--- src/rtl/glyph_stream_reader_pkg.sv ---
// Shared display definitions: raster geometry, digit validity and reader FSM states.
package glyph_stream_reader_pkg;

  localparam int GLYPH_W = 32;
  localparam int GLYPH_H = 32;
  localparam int ADDR_W  = 10;
  localparam int X_W     = 6;
  localparam int Y_W     = 5;

  typedef enum logic [2:0] {
    S_IDLE,
    S_ISSUE,
    S_WAIT,
    S_OUT,
    S_FIN
  } state_t;

  // Only decimal digit codes have glyphs in the ROM bank.
  function automatic logic digit_ok(input logic [3:0] code);
    return code <= 4'd9;
  endfunction

endpackage

--- src/rtl/glyph_stream_reader_raster_counter.sv ---
// Raster position for the two-glyph image: x/y counters with wrap,
// last-pixel detection and the glyph-local ROM address.
module glyph_raster_counter #(
  parameter int GLYPH_W = 32,
  parameter int GLYPH_H = 32
) (
  input  logic       clk,
  input  logic       rst,
  input  logic       clear_i,
  input  logic       step_i,
  output logic [5:0] x_o,
  output logic [4:0] y_o,
  output logic       last_o,
  output logic [9:0] addr_o
);
  import glyph_stream_reader_pkg::*;

  // The image is two glyphs wide.
  localparam logic [X_W-1:0] X_MAX = X_W'(2 * GLYPH_W - 1);
  localparam logic [Y_W-1:0] Y_MAX = Y_W'(GLYPH_H - 1);

  logic [X_W-1:0] x_q;
  logic [Y_W-1:0] y_q;

  // Advance one pixel per step; x wrap carries into y, y wraps after the last row.
  always_ff @(posedge clk or posedge rst) begin
    if (rst) begin
      x_q <= '0;
      y_q <= '0;
    end else if (clear_i) begin
      x_q <= '0;
      y_q <= '0;
    end else if (step_i) begin
      if (x_q == X_MAX) begin
        x_q <= '0;
        y_q <= (y_q == Y_MAX) ? '0 : y_q + 1'b1;
      end else begin
        x_q <= x_q + 1'b1;
      end
    end
  end

  assign x_o    = x_q;
  assign y_o    = y_q;
  assign last_o = (x_q == X_MAX) && (y_q == Y_MAX);
  // Both glyphs share the same address space; the column folds modulo GLYPH_W.
  assign addr_o = ADDR_W'(y_q) * ADDR_W'(GLYPH_W) + ADDR_W'(x_q & X_W'(GLYPH_W - 1));

endmodule

--- src/rtl/glyph_stream_reader.sv ---
// Reads two digit glyphs from the ROM bank pixel by pixel and streams them
// as one side-by-side raster image over a valid/ready interface.
module glyph_stream_reader #(
  parameter int         GLYPH_W  = 32,
  parameter int         GLYPH_H  = 32,
  parameter int         READ_LAT = 2,
  parameter logic [7:0] BLANK    = 8'h00
) (
  input  logic       clk,
  input  logic       rst,
  input  logic       start,
  input  logic [3:0] digit_a,
  input  logic [3:0] digit_b,
  output logic       busy,
  output logic       done,
  output logic       ena_a,
  output logic       ena_b,
  output logic [3:0] result_1,
  output logic [3:0] result_2,
  output logic [9:0] address,
  input  logic [7:0] r_data,
  output logic       pix_valid,
  input  logic       pix_ready,
  output logic [7:0] pix_data,
  output logic [5:0] pix_x,
  output logic [4:0] pix_y,
  output logic       pix_last
);
  import glyph_stream_reader_pkg::*;

  state_t     state_q;
  logic       busy_q, done_q, pix_valid_q, pix_last_q;
  logic [7:0] pix_data_q;
  logic [3:0] res1_q, res2_q;
  logic [2:0] wait_q;

  logic [5:0] x_w;
  logic [4:0] y_w;
  logic       last_w;
  logic [9:0] addr_w;
  logic       side_b, sel_ok, reading;
  logic [3:0] sel_code;

  glyph_raster_counter #(
    .GLYPH_W (GLYPH_W),
    .GLYPH_H (GLYPH_H)
  ) u_counter (
    .clk     (clk),
    .rst     (rst),
    .clear_i (state_q == S_IDLE && start),
    .step_i  (state_q == S_OUT && pix_ready),
    .x_o     (x_w),
    .y_o     (y_w),
    .last_o  (last_w),
    .addr_o  (addr_w)
  );

  // Right half of the image belongs to the second digit.
  assign side_b   = (x_w >= 6'(GLYPH_W));
  assign sel_code = side_b ? res2_q : res1_q;
  assign sel_ok   = digit_ok(sel_code);
  // Enables stay up through the whole read so the bank's output mux stays on the right glyph.
  assign reading  = (state_q == S_ISSUE) || (state_q == S_WAIT);
  assign ena_a    = reading && sel_ok && !side_b;
  assign ena_b    = reading && sel_ok && side_b;

  assign busy      = busy_q;
  assign done      = done_q;
  assign result_1  = res1_q;
  assign result_2  = res2_q;
  assign address   = addr_w;
  assign pix_valid = pix_valid_q;
  assign pix_data  = pix_data_q;
  assign pix_x     = x_w;
  assign pix_y     = y_w;
  assign pix_last  = pix_last_q;

  // Reader FSM: issue a read (or skip it for blank digits), wait out the ROM latency,
  // then hold the pixel until the compositor accepts it.
  always_ff @(posedge clk or posedge rst) begin
    if (rst) begin
      state_q     <= S_IDLE;
      busy_q      <= 1'b0;
      done_q      <= 1'b0;
      pix_valid_q <= 1'b0;
      pix_last_q  <= 1'b0;
      pix_data_q  <= '0;
      res1_q      <= '0;
      res2_q      <= '0;
      wait_q      <= '0;
    end else begin
      done_q <= 1'b0;
      unique case (state_q)
        S_IDLE: begin
          if (start) begin
            res1_q  <= digit_a;
            res2_q  <= digit_b;
            busy_q  <= 1'b1;
            state_q <= S_ISSUE;
          end
        end
        S_ISSUE: begin
          if (!sel_ok) begin
            pix_data_q  <= BLANK;
            pix_valid_q <= 1'b1;
            pix_last_q  <= last_w;
            state_q     <= S_OUT;
          end else if (READ_LAT == 1) begin
            pix_data_q  <= r_data;
            pix_valid_q <= 1'b1;
            pix_last_q  <= last_w;
            state_q     <= S_OUT;
          end else begin
            wait_q  <= '0;
            state_q <= S_WAIT;
          end
        end
        S_WAIT: begin
          if (wait_q == 3'(READ_LAT - 2)) begin
            pix_data_q  <= r_data;
            pix_valid_q <= 1'b1;
            pix_last_q  <= last_w;
            state_q     <= S_OUT;
          end else begin
            wait_q <= wait_q + 1'b1;
          end
        end
        S_OUT: begin
          if (pix_ready) begin
            pix_valid_q <= 1'b0;
            pix_last_q  <= 1'b0;
            if (last_w) begin
              done_q  <= 1'b1;
              busy_q  <= 1'b0;
              state_q <= S_FIN;
            end else begin
              state_q <= S_ISSUE;
            end
          end
        end
        S_FIN: begin
          state_q <= S_IDLE;
        end
        default: begin
          state_q <= S_IDLE;
        end
      endcase
    end
  end

endmodule

--- config.mk ---
export PLATFORM = sky130hd
export DESIGN_NAME = glyph_stream_reader
export DESIGN_NICKNAME = d
export VERILOG_FILES = /design/src/rtl/glyph_stream_reader_pkg.sv /design/src/rtl/glyph_stream_reader_raster_counter.sv /design/src/rtl/glyph_stream_reader.sv
export SDC_FILE = /design/constraint.sdc
export NUM_CORES = 1
export LEC_CHECK = 0
export ABC_AREA = 0
export CORE_MARGIN = 2
export CORE_UTILIZATION = 49
export DETAILED_ROUTE_END_ITERATION = 6
export GPL_TIMING_DRIVEN = 0
export PLACE_DENSITY = 0.93
export REMOVE_ABC_BUFFERS = 1
export SLEW_MARGIN = 20
export SYNTH_ARGS = -nofsm -noshare
export SYNTH_HDL_FRONTEND = slang
export SYNTH_HIERARCHICAL = 1
export SYNTH_SLANG_ARGS = --single-unit
export TNS_END_PERCENT = 1
--- constraint.sdc ---
create_clock -name clk -period 4.45 [get_ports clk]
set_input_delay 0.89 -clock clk [delete_from_list [all_inputs] [get_ports clk]]
set_output_delay 0.89 -clock clk [all_outputs]
set_load 0.02 [all_outputs]
======== Word level (Yosys, flattened, before mapping) ========
Cells that the tools add are included.
word-level totals
  bits in registers ....................... 37
  input bits .............................. 20
  output and inout bits ................... 43
operators by class
  add/sub/neg operators ................... 4
  $lt $le $gt $ge ......................... 2
  equal/unequal tests ..................... 12
  multiplexer cells ....................... 34
  reductions and logical operators ........ 22
operators by type and width
  kind                                                             count
  5-bit two-way mux                                                4
  3-bit two-way mux                                                6
  6-bit two-way mux                                                3
  8-bit two-way mux                                                2
  8-bit case mux with 2 select lines                               1
  1-bit two-way mux                                                12
  2-bit != test, second input constant                             6
  3-bit case mux with 4 select lines                               1
  10-bit by 5-bit adder with 10-bit output                         1
  3-bit AND reduction                                              3
  4-bit AND reduction                                              2
  2-bit nonzero test                                               4
  6-bit by 1-bit adder with 6-bit output, second input constant    1
  3-bit by 2-bit == test with 1-bit output, second input constant  2
  6-bit == test, second input constant                             1
  6-bit >= comparator, second input constant                       1
  1-bit logical AND                                                6
  3-bit logical NOT                                                2
  1-bit case mux with 3 select lines                               2
  3-bit case mux with 2 select lines                               1
  5-bit by 1-bit adder with 5-bit output, second input constant    1
  5-bit == test, second input constant                             1
  4-bit <= comparator, second input constant                       1
  4-bit two-way mux                                                1
  other kinds (8)                                                  9

======== Longest topological paths before layout ========
Gate-level depths: netlist of run 1.
  word-level depth ........................ 5
  gate-level depth with buffers ........... 7
  depth with buffers taken out ............ 7

======== Hierarchy ========
Netlist of run 1, hierarchy kept.
by module, submodules not included
  module                times used  cells an instance  area each (sq um)  sequential area each (sq um)
  glyph_stream_reader   1           99                 1213.7             650.6
  glyph_raster_counter  1           72                 696.9              275.3

======== Least setup slack after synthesis of run 1 ========
No wires, ideal clock.
  path type ............................... register -> output
  from .................................... register u_counter.x_q[5] (netlist: u_counter/x_o[5])
  to ...................................... output ena_b
  data arrival time ....................... 1.589 ns
  required time ........................... 3.560 ns
  path slack .............................. 1.971 ns
  cell stages (with the launch flop) ...... 4
  path buffers ............................ 0
  cells stage by stage .................... dfrtp_1 nand2b_1 o21ai_2 nor4b_1
between the ends
  cells in the longest elaborated chain, start to end .. 5
ends and longest elaborated chain
  element                  RTL line                                  text
  start, declared          glyph_stream_reader_raster_counter.sv:22  logic [X_W-1:0] x_q;
  start signal, assigned   glyph_stream_reader_raster_counter.sv:38  x_q <= x_q + 1'b1;
  6-bit >= comparator (*)  glyph_stream_reader.sv:59                 assign side_b = (x_w >= 6'(GLYPH_W));
  4-bit two-way mux        glyph_stream_reader.sv:60                 assign sel_code = side_b ? res2_q : res1_q;
  4-bit <= comparator      glyph_stream_reader_pkg.sv:20             return code <= 4'd9;
  1-bit logical AND        glyph_stream_reader.sv:65                 assign ena_b = reading && sel_ok && side_b;
  1-bit logical AND (*)    glyph_stream_reader.sv:65
  end, declared            glyph_stream_reader.sv:17                 output logic ena_b,
Every way passes the cells marked *; elsewhere a longest branch is shown, timed or not.

======== Worst setup path after layout of run 1 ========
  from .................................... register u_counter.x_q[5] (netlist: u_counter/x_o[5])
  to ...................................... output ena_a
between the ends
  cells in the longest elaborated chain, start to end .. 5
  elaborated cells on any way between the ends .. 6
  those cells by class .................... order compare (2); mux (1); reduce/logical (3)
ends and longest elaborated chain
  element                  RTL line                       text
  6-bit >= comparator (*)  glyph_stream_reader.sv:59
  4-bit two-way mux        glyph_stream_reader.sv:60
  4-bit <= comparator      glyph_stream_reader_pkg.sv:20
  1-bit logical AND        glyph_stream_reader.sv:64      assign ena_a = reading && sel_ok && !side_b;
  1-bit logical AND (*)    glyph_stream_reader.sv:64
  end, declared            glyph_stream_reader.sv:16      output logic ena_a,
Marks and branches as above.

==> results.cfg, run 1 <==
[floorplanning]
core.rowCount = 22
die_w_um = 66.4
die_area_um2 = 4410
core_um2 = 3720
ios = 63
die_y_um = 66.4
start_util = 0.514

[drt]
drtAntennaViolNets = 0
drt-met1-wl_um = 1880
firstDrtPassIters = 4
drc = 0
vias = 1491
route.detailed.wl_per_inst_um = 15.7
vias_per_cell = 5.46
wirelength_um = 4270
wl_met2_um = 2060
highest_layer = met4
drt-initial-drc-count = 83
wl_met3_um = 238

[power_and_ir_drop]
irDropWorstVdd_uv = 368
leakage_nw = 1.09
power_mw = 1.58
power.density_nw_per_um2 = 606

[layout]
fill_cells = 267
diodes = 0
nets = 249
stdcell_area_um2 = 2600
fin_cells = 273
drive_gt1_frac = 0.107
area_delta_synth_final_pct = 36.3
post-route-util = 0.701

[sta]
rsz0062_at_grt = no
worst_slew_pin_slew_ns = 0.975
setup_viol = 0
fin_hold_ws_ns = 0.480
slew_headroom = 0.349
hold_viol_final = 0
clock_skew_ns = 0.00614
finalCriticalPeriod_ns = 2.97
setup-tns-final_ns = 0
worst_slack_ns = 1.48
drv_slew = 0
period_share = 0.668
fmax_mhz = 336

[placement]
port_buffers = 62
placed_cells_incl_taps = 265
hpwlAfterDp_um = 3050
finalWeightedCongestion = 0.836
place_area_um2 = 2490
preCtsSetupSlack_ns = 1.49

[setup_path]
path_max_fanout = 9
worst_setup_path_start_kind = flop
end_kind = output port
critical_path_arrival_ns = 2.08
required_ns = 3.56
crit_type = reg2out

[yosys]
synth_ff_type = dfrtp_1
synth-seq-cells = 37
synth.distinct_cells = 52
ys_seq_area_frac = 0.485
yosys_warnings = 6
syn_area_per_cell_um2 = 11.2
netlist_instances = 171
synth_edf_count = 0
syn-cell-area_um2 = 1910
ys_async_sr_fraction = 1.00

[clock_tree]
cts_hold_buf = 0
postCtsResizedCells = 0
cts_inserted_buffers = 5
cts_setup_buffers = 0
cts.sinks = 37
cts_max_level = 2
tritoncts = built
clkLatencyLatePin_ns = 0.30
clockBufferDepth = 2
cts.clk_slew.worst_paths_ns = 0.07
ctsRootBufferMaster = clkbuf_8

[outcome]
status = finished clean

[global_route]
track_usage = 0.215
antenna_found_initial = 0
grt_max_degree = 27
grt_pass1_wl_um = 6910
grt_pass1_vias = 1411
grt_overflow = 0

[flow_run]
cap_violations = 0

[hold_path]
hold_path_class = reg2reg
==> synthesized netlist by cell type, types with 2 or more instances <==
| master | instances | area, µm² |
|---|---|---|
| or3_1 | 2 | 12.5 |
| nand4b_1 | 2 | 17.5 |
| buf_4 | 12 | 90.1 |
| o21ai_2 | 2 | 17.5 |
| ha_1 | 5 | 62.6 |
| dfrtp_1 | 37 | 926 |
| mux2_2 | 6 | 67.6 |
| nor3_1 | 3 | 15.0 |
| nand4_1 | 3 | 18.8 |
| nand2b_1 | 3 | 18.8 |
| xnor2_1 | 2 | 17.5 |
| o211ai_1 | 2 | 15.0 |
| a211o_1 | 2 | 17.5 |
| a31oi_1 | 2 | 12.5 |
| a22o_1 | 8 | 70.1 |
| o31ai_1 | 2 | 15.0 |
| and3_1 | 2 | 12.5 |
| inv_1 | 7 | 26.3 |
| nand2_1 | 6 | 22.5 |
| a21oi_1 | 10 | 50.1 |
| or4_1 | 3 | 22.5 |
| nor2_1 | 10 | 37.5 |
| mux2_1 | 2 | 22.5 |
| a21o_1 | 2 | 15.0 |
| xor2_1 | 2 | 17.5 |
| nor2b_1 | 2 | 12.5 |
| o21ai_0 | 5 | 25.0 |
| buf_2 | 3 | 15.0 |
==> state kept, by name (all words and copies together), names as in the netlist <==
signal,count
busy,1
result_1,4
wait_q,3
pix_valid,1
state_q,3
pix_last,1
done,1
u_counter/y_o,5
u_counter/x_o,6
result_2,4
pix_data,8
==> worst max-delay path: stages (launching register included) <==
cell	delay, ns
dfrtp_1	0.52
nand2b_1	0.17
o21ai_2	0.13
nor4_1	0.30
clkdlybuf4s50_1	0.67
==> final cells by class <==
type	instances	area (µm²)	area share
Sequential cell	37	926	0.356
Clock buffer	7	86.3	0.0332
Multi-Input combinational cell	110	843	0.324
Clock inverter	1	30.0	0.0115
Timing Repair Buffer	63	632	0.243
Tap cell	48	60.1	0.0231
Inverter	7	26.3	0.0101
==> per-layer routing <==
metal / global-route usage / vias to the layer above
li1: - / 720
met1: 0.274 / 715
met2: 0.324 / 48
met3: 0.0801 / 8
met4: 0.0969 / 0
met5: 0 / -
==> layout by cell type, fill, tap and decap left out, drive strengths merged, types with 2 or more instances in the layout <==
cell           netlist  routed
inv                  7       7
nand4                4       4
a21oi               11      11
dfrtp               37      37
nor2                10      10
clkdlybuf4s50        0      62
a211o                2       2
o21ai                8       8
nor3                 3       3
a22o                 8       8
nand4b               2       2
o31ai                2       2
nor4b                2       2
ha                   5       5
nor2b                2       2
or3                  2       2
xor2                 2       2
a21o                 2       2
nand2b               5       5
xnor2                2       2
or4                  3       3
mux2                 8       8
a31oi                2       2
clkbuf               1       7
and3                 2       2
nand2                6       6
o211ai               2       2
==> kinds of logic (layout without fill, tap and decap cells) <==
logic type      count (synthesis)  in the layout  share of synthesized area
fa+ha+maj                       5              5                     0.0327
xor+xnor                        4              4                     0.0183
flops                          37             37                      0.485
mux                             9              9                     0.0524
buf+inv                        24             78                     0.0786
compound gates                 43             43                      0.161
simple gates                   49             49                      0.172
==> worst paths after layout <==
| path | start | endpoint | slack [ns] | cells after the start |
|---|---|---|---|---|
| worst max-delay path | u_counter/x_o[5]$_DFFE_PP0P_ | ena_a | 1.48 | 4 |
| worst min register to register | pix_valid$_DFFE_PP0P_ | pix_valid$_DFFE_PP0P_ | 0.48 | 1 |
| worst min-delay path | pix_valid$_DFFE_PP0P_ | pix_valid$_DFFE_PP0P_ | 0.48 | 1 |
| max in group asynchronous | rst | pix_last$_DFFE_PP0P_ | 2.70 | 2 |
| min in group asynchronous | rst | u_counter/y_o[0]$_DFFE_PP0P_ | 0.92 | 2 |
| worst max register to register | state_q[0]$_DFFE_PP0P_ | u_counter/y_o[0]$_DFFE_PP0P_ | 2.14 | 5 |
==> power by group <==
group | internal (mW) | switching [mW] | total [mW] | leakage, nW
registers | 0.440 | 0.124 | 0.563 | 0.474
clock network | 0.183 | 0.118 | 0.301 | 0.0585
logic | 0.356 | 0.358 | 0.714 | 0.554
total | 0.978 | 0.600 | 1.58 | 1.09
Power figures use the tool's default switching activity.
==> inputs of run 2 (changes only) <==
- CORE_UTILIZATION: 49 -> 46
- PLACE_DENSITY: 0.93 -> 0.88
- clock period: 4.45 -> 3 ns (I/O delays scaled with it)
==> results.cfg, run 2 (same netlist as run 1, synthesis figures left out) <==
[sta]
period_share = 0.905
finalCriticalPeriod_ns = 2.72
worst_slew_pin_slew_ns = 0.925
clock_skew_ns = 0.00865
hold_viol_final = 0
fmax_mhz = 368
drv_slew = 0
setup_viol = 0
slew_headroom = 0.380
rsz0062_at_grt = no
fin_hold_ws_ns = 0.484

[hold_path]
hold_path_class = reg2reg
worstHoldStart = pix_valid$_DFFE_PP0P_

[power_and_ir_drop]
p_int_mw = 1.45
combPwrFrac = 0.455
leakage_nw = 1.08
p_sw_mw = 0.910
netSwitchingFraction = 0.386
power_mw = 2.36
seq_power_share = 0.353
irDropWorstVdd_uv = 490
power.density_nw_per_um2 = 904
power_frac_clock = 0.192

[setup_path]
crit_type = reg2out
cp-startpoint = state_q[0]$_DFFE_PP0P_
path_max_fanout = 12
timing.rr.end = u_counter/y_o[3]$_DFFE_PP0P_
required_ns = 2.40
end_kind = output port
rrSetupSlack_ns = 0.70
r2r_cells = 5
worst_setup_path_start_kind = flop
critPathCapture = ena_b
critical_path_arrival_ns = 2.12
rr_startpoint = state_q[0]$_DFFE_PP0P_

[layout]
nets = 249
fill_cells = 295
drive_gt1_frac = 0.111
largest_register_ffs = 8
area_delta_synth_final_pct = 36.6
diodes = 0
final_common_cell = clkdlybuf4s50_1
final_cell_mix = clkdlybuf4s50_1 (62), dfrtp_1 (37), nor2_1 (10), a21oi_1 (10), a22o_1 (8)

[placement]
port_buffers = 62
finalWeightedCongestion = 0.775
hpwlAfterDp_um = 3190

[global_route]
grt_pass1_wl_um = 7210
antenna_found_initial = 0
grt_overflow = 0
grt_pass1_vias = 1479
track_usage = 0.213
grt_max_degree = 27

[clock_tree]
cts.clk_slew.worst_paths_ns = 0.07
postCtsResizedCells = 0
cts_setup_buffers = 0
tritoncts = built
clkLatencyLatePin_ns = 0.30
cts.sinks = 37
cts_hold_buf = 0
ctsRootBufferMaster = clkbuf_8
cts_max_level = 2
cts_inserted_buffers = 5
clockBufferDepth = 2

[outcome]
status = finished clean

[drt]
drc = 0
vias_per_cell = 5.50
vias = 1513
drtAntennaViolNets = 0
route.detailed.wl_per_inst_um = 16.4
wirelength_um = 4520
firstDrtPassIters = 4
drt-initial-drc-count = 118

[floorplanning]
start_util = 0.478
core.rowCount = 23
die_y_um = 68.4
core_um2 = 4000
ios = 63
die_area_um2 = 4680
die_w_um = 68.4

[flow_run]
cap_violations = 0
run 2: cell types whose count changed in the layout (fill, tap and decap cells not counted), sizes merged:
cell	delta
clkinvlp	+1
clkbuf	-1
inv	-1
clkinv	+1
run 2: how the worst min path moves through the flow:
stage / endpoint / slack (ns) / cells past startpoint
after floorplan: u_counter/x_o[0]$_DFFE_PP0P_ / 0.45 / 1
after global placement: pix_valid$_DFFE_PP0P_ / 0.46 / 1
after detailed placement: pix_valid$_DFFE_PP0P_ / 0.47 / 1
after CTS: pix_valid$_DFFE_PP0P_ / 0.49 / 1
after global routing: pix_valid$_DFFE_PP0P_ / 0.52 / 1
final: pix_valid$_DFFE_PP0P_ / 0.48 / 1
run 2: layout make-up:
class | instances | area, µm² | area share
clock buffers | 6 | 82.6 | 0.0316
clock inverters | 2 | 37.5 | 0.0144
inverters | 7 | 26.3 | 0.0101
multi-input cells | 110 | 843 | 0.323
flip-flops and latches | 37 | 926 | 0.355
well taps | 50 | 62.6 | 0.0240
repair buffers | 63 | 632 | 0.242
run 2: through the flow:
stage	area [µm²]	instances	setup TNS, ns	worst slack [ns]	utilization
finish	2610	275	0	0.285	0.652
CTS	2610	275	0	0.290	0.652
detailed placement	2490	267	0	0.306	0.622
global placement	2470	266	-0.727	-0.104	0.617
global route	2610	275	0	0.129	0.652
floorplan	1790	154	0	0.811	-
run 2: critical path, stage by stage (launching register included):
cell and delay, ns:
dfrtp_1 0.65, xnor2_1 0.17, nor4b_1 0.32, clkdlybuf4s50_1 0.68
run 2: power groups by stage:
stage                     logic [mW]  registers [mW]  clock network (mW)
after floorplan                0.376            1.02                   0
after CTS                       1.08           0.834               0.456
after global routing            1.14           0.856               0.486
after global placement          1.03           0.830                   0
final                           1.07           0.833               0.453
after detailed placement        1.07           0.839                   0
run 2: metal layers:
metal | share of wire | track usage
met2 | 0.50 | 0.344
met3 | 0.046 | 0.0526
met5 | 0 | 0
met4 | 0.023 | 0.0925
met1 | 0.43 | 0.270
